`src/rtl/sfilt_seq.sv`:
```
// sfilt_seq -- command sequencer for an external serial FIR filter.
//
// Each accepted sample is stored in a circular history of NTAPS entries.
// The block then issues one command per issue slot to the serial filter:
//   first-mult (c[0]*x[n]), NTAPS-1 mult-accumulates (c[k]*x[n-k]),
//   an optional shift/round, and a send-and-clear.
// It then waits for the filter's result and presents it on z with a
// one-cycle pushout strobe. CMD_GAP idle cycles separate consecutive commands.
//
// Build option: define SFILT_SEQ_ROUND_EN to include the shift/round
// command (NTAPS+2 commands per sample). When it is undefined the shift is
// skipped, shamt is unused, and each sample issues NTAPS+1 commands.
//
// Ports:
//   clk, rst_n            clock, async active-low reset
//   pushin, sample, ready sample input handshake (accepted on pushin & ready)
//   cfg_we/addr/data      coefficient write, honoured only in IDLE
//   shamt                 round shift amount, latched on sample acceptance
//   f_pushin/f_cmd/f_q/f_h  command stream to the serial filter
//   f_pushout, f_z        result from the serial filter
//   pushout, z            filter output strobe and held result
module sfilt_seq #(
  parameter int NTAPS   = 8,
  parameter int CMD_GAP = 0,
  parameter int AW      = $clog2(NTAPS)
) (
  input  logic          clk,
  input  logic          rst_n,
  input  logic          pushin,
  input  logic [31:0]   sample,
  output logic          ready,
  input  logic          cfg_we,
  input  logic [AW-1:0] cfg_addr,
  input  logic [31:0]   cfg_data,
  input  logic [6:0]    shamt,
  output logic          f_pushin,
  output logic [1:0]    f_cmd,
  output logic [31:0]   f_q,
  output logic [31:0]   f_h,
  input  logic          f_pushout,
  input  logic [31:0]   f_z,
  output logic          pushout,
  output logic [31:0]   z
);

  typedef enum logic [2:0] {
    S_IDLE, S_FIRST, S_MAC, S_SHIFT, S_FLUSH, S_WAIT, S_OUT
  } state_t;

  localparam logic [AW:0]   NT_W   = (AW+1)'(NTAPS);
  localparam logic [AW-1:0] K_LAST = AW'(NTAPS-1);
  localparam logic [3:0]    GAP    = 4'(CMD_GAP);

  state_t        state, state_nx;
  logic [31:0]   hist [NTAPS];
  logic [31:0]   coef [NTAPS];
  logic [AW-1:0] wr_ptr, base, k, rd_idx;
  logic [AW:0]   rd_wide;
  logic [3:0]    gap_cnt;
  logic          accept, cfg_ok, issue_st, fire;

`ifdef SFILT_SEQ_ROUND_EN
  logic [6:0]    shamt_q;
`else
  logic          unused_shamt;
  assign unused_shamt = ^shamt;
`endif

  assign ready    = (state == S_IDLE);
  assign pushout  = (state == S_OUT);
  assign accept   = pushin & ready;
  assign cfg_ok   = cfg_we & ready & ({1'b0, cfg_addr} < NT_W);
  assign issue_st = (state == S_FIRST) || (state == S_MAC) ||
                    (state == S_SHIFT) || (state == S_FLUSH);
  assign fire     = issue_st && (gap_cnt == 4'd0);

  // x[n-k] lives at (base - k) mod NTAPS; bias by NTAPS to stay non-negative.
  always_comb begin
    rd_wide = {1'b0, base} + NT_W - {1'b0, k};
    if (rd_wide >= NT_W) rd_wide = rd_wide - NT_W;
    rd_idx = rd_wide[AW-1:0];
  end

  always_comb begin
    state_nx = state;
    f_pushin = 1'b0;
    f_cmd    = 2'd0;
    f_q      = 32'd0;
    f_h      = 32'd0;
    case (state)
      S_IDLE:  if (accept) state_nx = S_FIRST;
      S_FIRST: if (fire) begin
        f_pushin = 1'b1;
        f_cmd    = 2'd0;
        f_q      = hist[rd_idx];
        f_h      = coef[0];
        state_nx = S_MAC;
      end
      S_MAC: if (fire) begin
        f_pushin = 1'b1;
        f_cmd    = 2'd1;
        f_q      = hist[rd_idx];
        f_h      = coef[k];
        if (k == K_LAST) begin
`ifdef SFILT_SEQ_ROUND_EN
          state_nx = S_SHIFT;
`else
          state_nx = S_FLUSH;
`endif
        end
      end
`ifdef SFILT_SEQ_ROUND_EN
      S_SHIFT: if (fire) begin
        f_pushin = 1'b1;
        f_cmd    = 2'd2;
        f_h      = {25'b0, shamt_q};
        state_nx = S_FLUSH;
      end
`endif
      S_FLUSH: if (fire) begin
        f_pushin = 1'b1;
        f_cmd    = 2'd3;
        state_nx = S_WAIT;
      end
      S_WAIT:  if (f_pushout) state_nx = S_OUT;
      S_OUT:   state_nx = S_IDLE;
      default: state_nx = S_IDLE;
    endcase
  end

  always_ff @(posedge clk or negedge rst_n) begin
    if (!rst_n) begin
      state   <= S_IDLE;
      wr_ptr  <= '0;
      base    <= '0;
      k       <= '0;
      gap_cnt <= 4'd0;
      z       <= 32'd0;
`ifdef SFILT_SEQ_ROUND_EN
      shamt_q <= 7'd0;
`endif
      for (int i = 0; i < NTAPS; i++) begin
        hist[i] <= 32'd0;
        coef[i] <= 32'd0;
      end
    end else begin
      state <= state_nx;
      // Write lands on the same edge as acceptance, so FIRST already sees it.
      if (cfg_ok) coef[cfg_addr] <= cfg_data;
      if (accept) begin
        hist[wr_ptr] <= sample;
        base         <= wr_ptr;
        wr_ptr       <= (wr_ptr == K_LAST) ? '0 : wr_ptr + 1'b1;
        k            <= '0;
`ifdef SFILT_SEQ_ROUND_EN
        shamt_q      <= shamt;
`endif
      end
      if (fire) begin
        k       <= k + 1'b1;
        // No gap after send-and-clear: the next sample's first command
        // must follow acceptance by exactly one cycle.
        gap_cnt <= (state == S_FLUSH) ? 4'd0 : GAP;
      end else if (gap_cnt != 4'd0) begin
        gap_cnt <= gap_cnt - 4'd1;
      end
      if (state == S_WAIT && f_pushout) z <= f_z;
    end
  end

endmodule

```
`config.mk`:
```
export PLATFORM = sky130hd
export DESIGN_NAME = sfilt_seq
export DESIGN_NICKNAME = d
export VERILOG_FILES = /design/src/rtl/sfilt_seq.sv
export SDC_FILE = /design/constraint.sdc
export NUM_CORES = 1
export LEC_CHECK = 0
export ABC_CLOCK_PERIOD_IN_PS = 3180
export CORE_MARGIN = 1.5
export CORE_UTILIZATION = 50
export DETAILED_ROUTE_END_ITERATION = 16
export GPL_TIMING_DRIVEN = 0
export PLACE_DENSITY = 0.69
export SETUP_SLACK_MARGIN = 0.02
export SLEW_MARGIN = 20
export SYNTH_ARGS = -nofsm -noshare
export SYNTH_HDL_FRONTEND = slang
export SYNTH_SLANG_ARGS = --single-unit
```
`constraint.sdc`:
```
create_clock -name clk -period 3.18 [get_ports clk]
set_input_delay 0.477 -clock clk [delete_from_list [all_inputs] [get_ports clk]]
set_output_delay 0.477 -clock clk [all_outputs]
set_load 0.1 [all_outputs]
```
==> results.txt, run 1 <==
- Of the synthesized area, sequential elements account for 0.553.
- TritonCTS built the clock tree.
- GRT Residual Overflow: 0
- Result of the run: complete, but fails checks
* Area occupied by multi-input gates: 0.0115 sq mm
* Vias: between 15000 and 20000
- The first global-routing pass estimated 97.4 mm of wire.
* Mean routed wirelength per cell: 23.3 um
- Final setup violation count: 52
* Number of global-route vias before repair: 16300
* Post-synthesis cell type count: 43
* Boundary pin count: roughly 210
- For this design, the sink count on the clock tree is 560.
* Antenna Nets Post-Route: 0
* Number of enable-type register cells in the synthesized netlist: 0
- The number of antenna violations at the first check in global routing was 7.
* Residual DRC: 0
- Largest driver fanout on the critical path: 5
* Router iterations before antenna repair: 5
* Share of the synthesized area in the top cell type: 0.553
- Max Fclk: 268 MHz
- For this run, the slowest stage of the critical path takes 0.55 ns.
- From synthesis to final layout, the design area changed by 28.0%.
- Largest area contributor in the synthesized netlist: dfrtp_1
- Capturing element type of the critical path: primary output
* Critical path buffer and inverter count: 8
- Row generation in the floorplan step produced a little over 80 rows.
* CP max-delay cell: fa_2
- # H-tree levels: 2
- From bottom edge to top edge, the die measures 228 um.
* Vias per cell: 5.73
* Gate count of the mapped netlist: 1646
* Area of the die: 0.0521 sq mm
- Initial cell density of the core: 0.506
- Total of fill cells in the finished design: between 3000 and 4000
- The mapped netlist covers 0.0253 sq mm.
- During synthesis, Yosys emitted a total of 0 warnings.
- Top cell family by delay on the critical path: buffers and inverters
- A synthesized cell averages 15.4 sq um.
- CTS clk-pin slew, worst paths: roughly 0.060 ns
- Layout cell share with drive strength beyond 1: 0.546
- Primary flip-flop cell chosen by synthesis mapping: dfrtp_1
* Half-perimeter wire length after placement: 39.3 mm
* Unrepaired setup endpoints after global routing: yes
* Clock insertion delay at the later pin of the skew report: 0.63 ns
- The worst setup path is launched from a flip-flop.
* Async set-reset flop share out of synthesis: 1.00
- Worst-case clock skew: 0.0238 ns
* Placer Congestion: roughly 0.8
- Largest net degree at the start of global routing: 98
- Setup Crit Path Kind: flip-flop to primary output
- Buffers inserted during clock tree synthesis total 59.
- The floorplan step defined a core boundary enclosing 0.0501 sq mm.
- Setup slack on the critical path of the routed design comes to -0.552 ns.
- Iteration-0 DRC Markers: 849
* Post-layout minimum cycle time: 3.73 ns
* Width of the die: 228 um
- At the pin with the least slew margin, the transition time is 1.05 ns.
* Synth Net Count: 1764
- During placement, the flow inserted port buffers numbering 202.
- Sequential cell area: 0.0140 sq mm
- Leaving out fill and tap cells, the most frequent cells in the layout are 560 x dfrtp_1, 506 x mux2_2, 132 x clkdlybuf4s50_1.
- GRT Total Usage: 0.243
- The signal on the critical path passes through clkbuf_8 > buf_12 > buf_12 > inv_4 > fa_2 > buf_6 > buf_12 > clkbuf_16 > mux4_2 > nand2_2 > a21oi_4 > buf_12.
- Violated checks: negative setup slack
* Max clock buf depth: 3
- Total non-filler cell area in the finished layout: 0.0325 sq mm
- Data arrival time of the critical path: around 3.3 ns
- Headroom to the max-slew limit came out at 0.304.
- Library cell used as clock root buffer: clkbuf_16
- Max Transition Viols Final: 0
- Number of failing hold endpoints at the final stage: 0
* Count of max-cap constraint violations: 0
- Ratio of final minimum period to clock period: 1.17
* Cells taking the most area after synthesis: dfrtp_1 55%, mux2_2 22%, mux4_2 11%
- For this run, the post-layout net count is 2064.
* Number of flip-flops and latches in the synthesized netlist: 560
- The path class of the tightest hold or removal check is input pin to asynchronous set/reset pin.
* Req. time, crit path: 2.70 ns
- Counting stages on the worst path, the most repeated cell is buf_12.
- Instance area after placement: approximately 0.029 sq mm
- For this block, the routed nets add up to ~62 mm of wire.
- Most common cell after layout, fill and taps aside: dfrtp_1
## layout make-up
cell class                      instances  share of cell area
Tap cell                              672              0.0259
Clock buffer                           83              0.0532
Inverter                               10             0.00123
Clock inverter                         29              0.0128
Antenna cell                            2            0.000154
Multi-Input combinational cell        964               0.354
Buffer                                111              0.0282
Timing Repair Buffer                  240              0.0924
Sequential cell                       560               0.432
## flip-flops by register name (all words and copies together) (netlist names)
name	cells
z	32
gap_cnt	4
hist	256
state	3
k	3
base	3
coef	256
wr_ptr	3
## timing repair
item / 4_1_cts / 5_1_grt
buffers inserted: 17 / 9
hold buffers: 1 / 0
cloned: 5 / 5
endpoints found under the hold margin: 54 / 0
resized for setup: 667 / 54
pin swaps: 31 / 21
setup endpoints to repair: 69 / 67
## worst paths after layout
path                                 from         to  slack, ns  depth (start not counted)
min in group clk                   f_z[4]       z[4]       0.47                          2
worst min-delay path                rst_n   hist[81]       0.35                          2
max in group asynchronous           rst_n      z[24]       0.85                          6
worst min register to register  hist[231]  hist[231]       0.48                          1
worst max register to register   state[2]  coef[237]       0.43                          6
worst max-delay path                 k[1]     f_q[9]      -0.55                         12
## cell usage after synthesis (7+ instances only)
library cell	instances
o22ai_1	7
dfrtp_1	560
buf_1	7
a21oi_1	39
nand2_1	108
clkbuf_1	37
inv_1	10
mux2_1	42
mux4_2	128
buf_2	56
mux2i_1	33
nor2_1	11
o21ai_0	34
mux2_2	506
## stage by stage
step           worst slack [ns]  setup TNS, ns   util  std cells  hold WS, ns
3_3_place_gp             -22.71              -  0.574       2520        0.463
4_1_cts                  -0.555         -18.21  0.643       2660        0.333
3_5_place_dp              -1.45         -78.58  0.578       2526        0.423
6_report                 -0.552         -18.11  0.648       2671        0.346
2_1_floorplan            -0.140         -0.140      -       1646        0.181
5_1_grt                  -0.643         -23.52  0.648       2670        0.385
## kinds of logic (layout without fill, tap and decap cells)
group | Yosys count | count (layout) | share of synthesized area
muxes | 709 | 709 | 0.370
DFF | 560 | 560 | 0.553
and+or+nand+nor | 154 | 154 | 0.0297
buffers and inverters | 122 | 473 | 0.0235
AOI/OAI and AO/OA | 90 | 90 | 0.0186
adders and majority gates | 7 | 7 | 0.00375
xor gates and xnor gates | 4 | 4 | 0.00138
other | 0 | 2 | 0
## worst register-to-register path, cell delays in order, from the launching register on
cell and delay, ns:
dfrtp_1 0.39, buf_2 0.20, nor4b_2 0.57, nand2b_2 0.23
nor3_2 0.52, buf_4 0.34, mux2_2 0.36
## per-layer routing
layer | up-vias | track usage | part of all wire
met4 | 10 | 0.0718 | 0.025
met2 | 310 | 0.399 | 0.49
met1 | 8171 | 0.334 | 0.44
li1 | 6700 | - | -
met3 | 104 | 0.0410 | 0.044
met5 | - | 0 | 0.0011
Power of run 1 is not shown: default switching activity piles up to over one toggle a cycle in this logic, so the estimate is an artifact.
==> inputs of run 2 (changes only) <==
--- a/config.mk
+++ b/config.mk
@@ -5,7 +5,7 @@
 export SDC_FILE = /design/constraint.sdc
 export NUM_CORES = 1
 export LEC_CHECK = 0
-export ABC_CLOCK_PERIOD_IN_PS = 3180
+export ABC_CLOCK_PERIOD_IN_PS = 3100
 export CORE_MARGIN = 1.5
 export CORE_UTILIZATION = 50
 export DETAILED_ROUTE_END_ITERATION = 16
==> constraint.sdc (replaced) <==
create_clock -name clk -period 3.1 [get_ports clk]
set_input_delay 0.465 -clock clk [delete_from_list [all_inputs] [get_ports clk]]
set_output_delay 0.465 -clock clk [all_outputs]
set_load 0.1 [all_outputs]
==> run 2 against run 1 <==
The run still ends with negative setup slack left. First-iteration DRC count shrank 21%. Die area did not move. Count of clock-buffer cells in the layout increased by 10.
==> results.txt, run 2 (synthesis gave the netlist of run 1 again) <==
* Largest net degree at the start of global routing: 98 (unchanged)
- The max-slew headroom at the worst pin was 0.294 (-0.00962).
- Number of buffer cells added on primary ports: 202 (unchanged)
* Type of element launching the critical path: flip-flop
- The via count of the first global-routing pass came to 16500 (+1.1%).
- The number of vias after detailed routing came to 15100 (-1.1%).
- Clock buffers created by TritonCTS: 58 (-1.7%)
* Residual DRC: 0 (unchanged)
- The longest individual stage delay on the worst path is 0.55 ns (about the same).
* Final setup violation count: 55 (+5.8%)
- GRT Residual Overflow: 0 (unchanged)
* Library cell used as clock root buffer: clkbuf_16
* Top cell family by delay on the critical path: buffers and inverters
* # H-tree levels: 2 (unchanged)
- Post-route non-filler standard cell count: 2658 (-0.49%)
- Final nets: 2063 (-0.048%)
- The number of core rows came to 82 (unchanged).
- Cells along the critical path: clkbuf_8 > buf_12 > buf_12 > inv_4 > fa_2 > buf_4 > buf_16 > buf_16 > mux4_2 > nand2_2 > a21oi_4 > buf_12
* Layout cell share with drive strength beyond 1: 0.553 (+0.00655)
- Critical path buffer and inverter count: 8 (unchanged)
* TritonCTS sink count: 560 (unchanged)
* Req. time, crit path: 2.63 ns (-0.07 ns)
- Synth-to-layout area growth: 28.2% (about the same)
* Width of the die: 228 um (unchanged)
- Counting I/O delays and the setup requirement, the final critical path takes 3.67 ns.
- The maximum number of buffers from clock root to sink came to 3 (unchanged).
- The clock edge transition at the registers on the reported setup and hold paths is 0.06 ns (about the same).
- The effective utilization at floorplan came to 0.506 (unchanged).
- Area of the placeable core: 0.0501 sq mm (unchanged)
* Die boundary height: 228 um (unchanged)
- The final reports fail on negative setup slack.
- The weighted congestion at the end of routability-driven global placement was 0.767 (-2.1%).
- Mean routed wirelength per cell: 23.6 um (+1.3%)
- Most used cell along the critical path: buf_12
- The count of final max-slew check failures was 0 (unchanged).
- In the layout the commonest cells are 560 x dfrtp_1, 506 x mux2_2, 132 x clkdlybuf4s50_1.
* Largest registers: coef (256), hist (256), z (32)
* Ratio of final minimum period to clock period: 1.18
- Router iterations before antenna repair: 4 (-1)
- Largest driver fanout on the critical path: 5 (unchanged)
* Fin worst setup slack: -0.568 ns (-0.0163 ns)
- Tracing the worst setup path back leads to its startpoint at k[1].
- Data arrival time of the critical path: 3.20 ns (-0.06 ns)
* Measured slew at the worst slew-check pin: 1.06 ns (+0.0145 ns)
* Antenna Nets Post-Route: 0 (unchanged)
* Most common cell after layout, fill and taps aside: dfrtp_1
- Half-perimeter wire length after placement: 39.7 mm (+1.0%)
* Area of the die: 0.0521 sq mm (unchanged)
- Max Fclk: ~270 MHz
* TritonCTS clock tree: done
* Count of max-cap constraint violations: 0 (unchanged)
- Worst-case clock skew: 0.0144 ns (-0.00943 ns)
- The number of endpoints with negative hold slack in the final report was 0 (unchanged).
* Worst hold path class: input pin to flip-flop
- Wirelength, routed: 62.6 mm (+0.82%)
* Launch point of the worst reg-to-reg path: state[2]
* Result of the run: complete, but fails checks
- Vias per cell: 5.69 (-0.58%)
* First-pass GRT wire length: 97.4 mm (about the same)
- STA classifies the critical path endpoint as a primary output.
* Placed Cells: 2526 (unchanged)
- Utilization after layout: 0.649 (about the same)
- Setup Crit Path Kind: flip-flop to primary output
* CP max-delay cell: fa_2
- Clock insertion delay at the later pin of the skew report: 0.61 ns (-0.02 ns)
* Inserted Diodes: 0 (-2)
- The number of antenna violations at the first check in global routing was 2 (-5).
- Boundary pin count: 212 (unchanged)
* GRT Total Usage: 0.243 (about the same)
- Unrepaired setup endpoints after global routing: yes
* Iteration-0 DRC Markers: 667 (-21%)
- The worst hold path begins at f_z[31].
-- run 2: cell types whose count changed in the layout (fill, tap and decap cells not counted), moves of 3 or more --
cell / change
buf_12: +15
buf_4: -11
bufinv_16: -7
clkbuf_1: +6
clkbuf_8: +3
clkinv_2: -11
nand2_1: -22
nand2_2: +19
nand2_4: +3
o21ai_4: +3
-- run 2: worst paths after layout --
path | to | slack, ns | cells past startpoint
min in group asynchronous | hist[80] | 0.48 | 2
hold reg to reg | hist[230] | 0.48 | 1
setup reg to reg | coef[44] | 0.49 | 6
hold / removal | z[31] | 0.47 | 2
setup / recovery | f_q[3] | -0.57 | 12
max in group asynchronous | coef[75] | 0.80 | 5
-- run 2: cell type report --
type | count | area (sq um)
fillers | 3635 | 17600
flip-flops and latches | 560 | 14000
multi-input cells | 964 | 11600
repair buffers | 242 | 3230
clock buffers | 93 | 1790
plain buffers | 109 | 872
well taps | 672 | 841
clock inverters | 8 | 93.8
inverters | 10 | 40.0
-- run 2: layer usage --
metal  up-vias  global-route usage  share of wire
met3        92              0.0351          0.040
met5         -                   0        0.00037
met4         4              0.0700          0.024
met1      8084               0.329           0.43
li1       6672                   -              -
met2       281               0.410           0.51
-- run 2: stage by stage --
stage / setup TNS (ns) / hold slack (ns) / area (sq um) / setup WS, ns
4_1_cts: -19.76 / 0.443 / 32200 / -0.634
6_report: -18.07 / 0.471 / 32500 / -0.568
5_1_grt: -23.42 / 0.459 / 32500 / -0.644
2_1_floorplan: -0.208 / 0.169 / 25900 / -0.208
3_3_place_gp: - / 0.463 / 28800 / -22.76
3_5_place_dp: -77.37 / 0.473 / 29000 / -1.40
-- run 2: what timing repair did --
item / CTS / global route
hold buffers: 1 / 0
setup endpoints to repair: 69 / 66
pin swaps: 24 / 20
resized for setup: 728 / 65
cloned: 5 / 6
endpoints found under the hold margin: 91 / 0
buffers inserted: 19 / 6
-- run 2: worst reg2reg max path, stage by stage (launching register included) --
cell      delay [ns]
dfrtp_1         0.39
buf_2           0.21
nor4b_2         0.54
nand2b_2        0.22
nor2_2          0.33
buf_2           0.41
mux2_2          0.39
Power of run 2 is left out for the same reason.
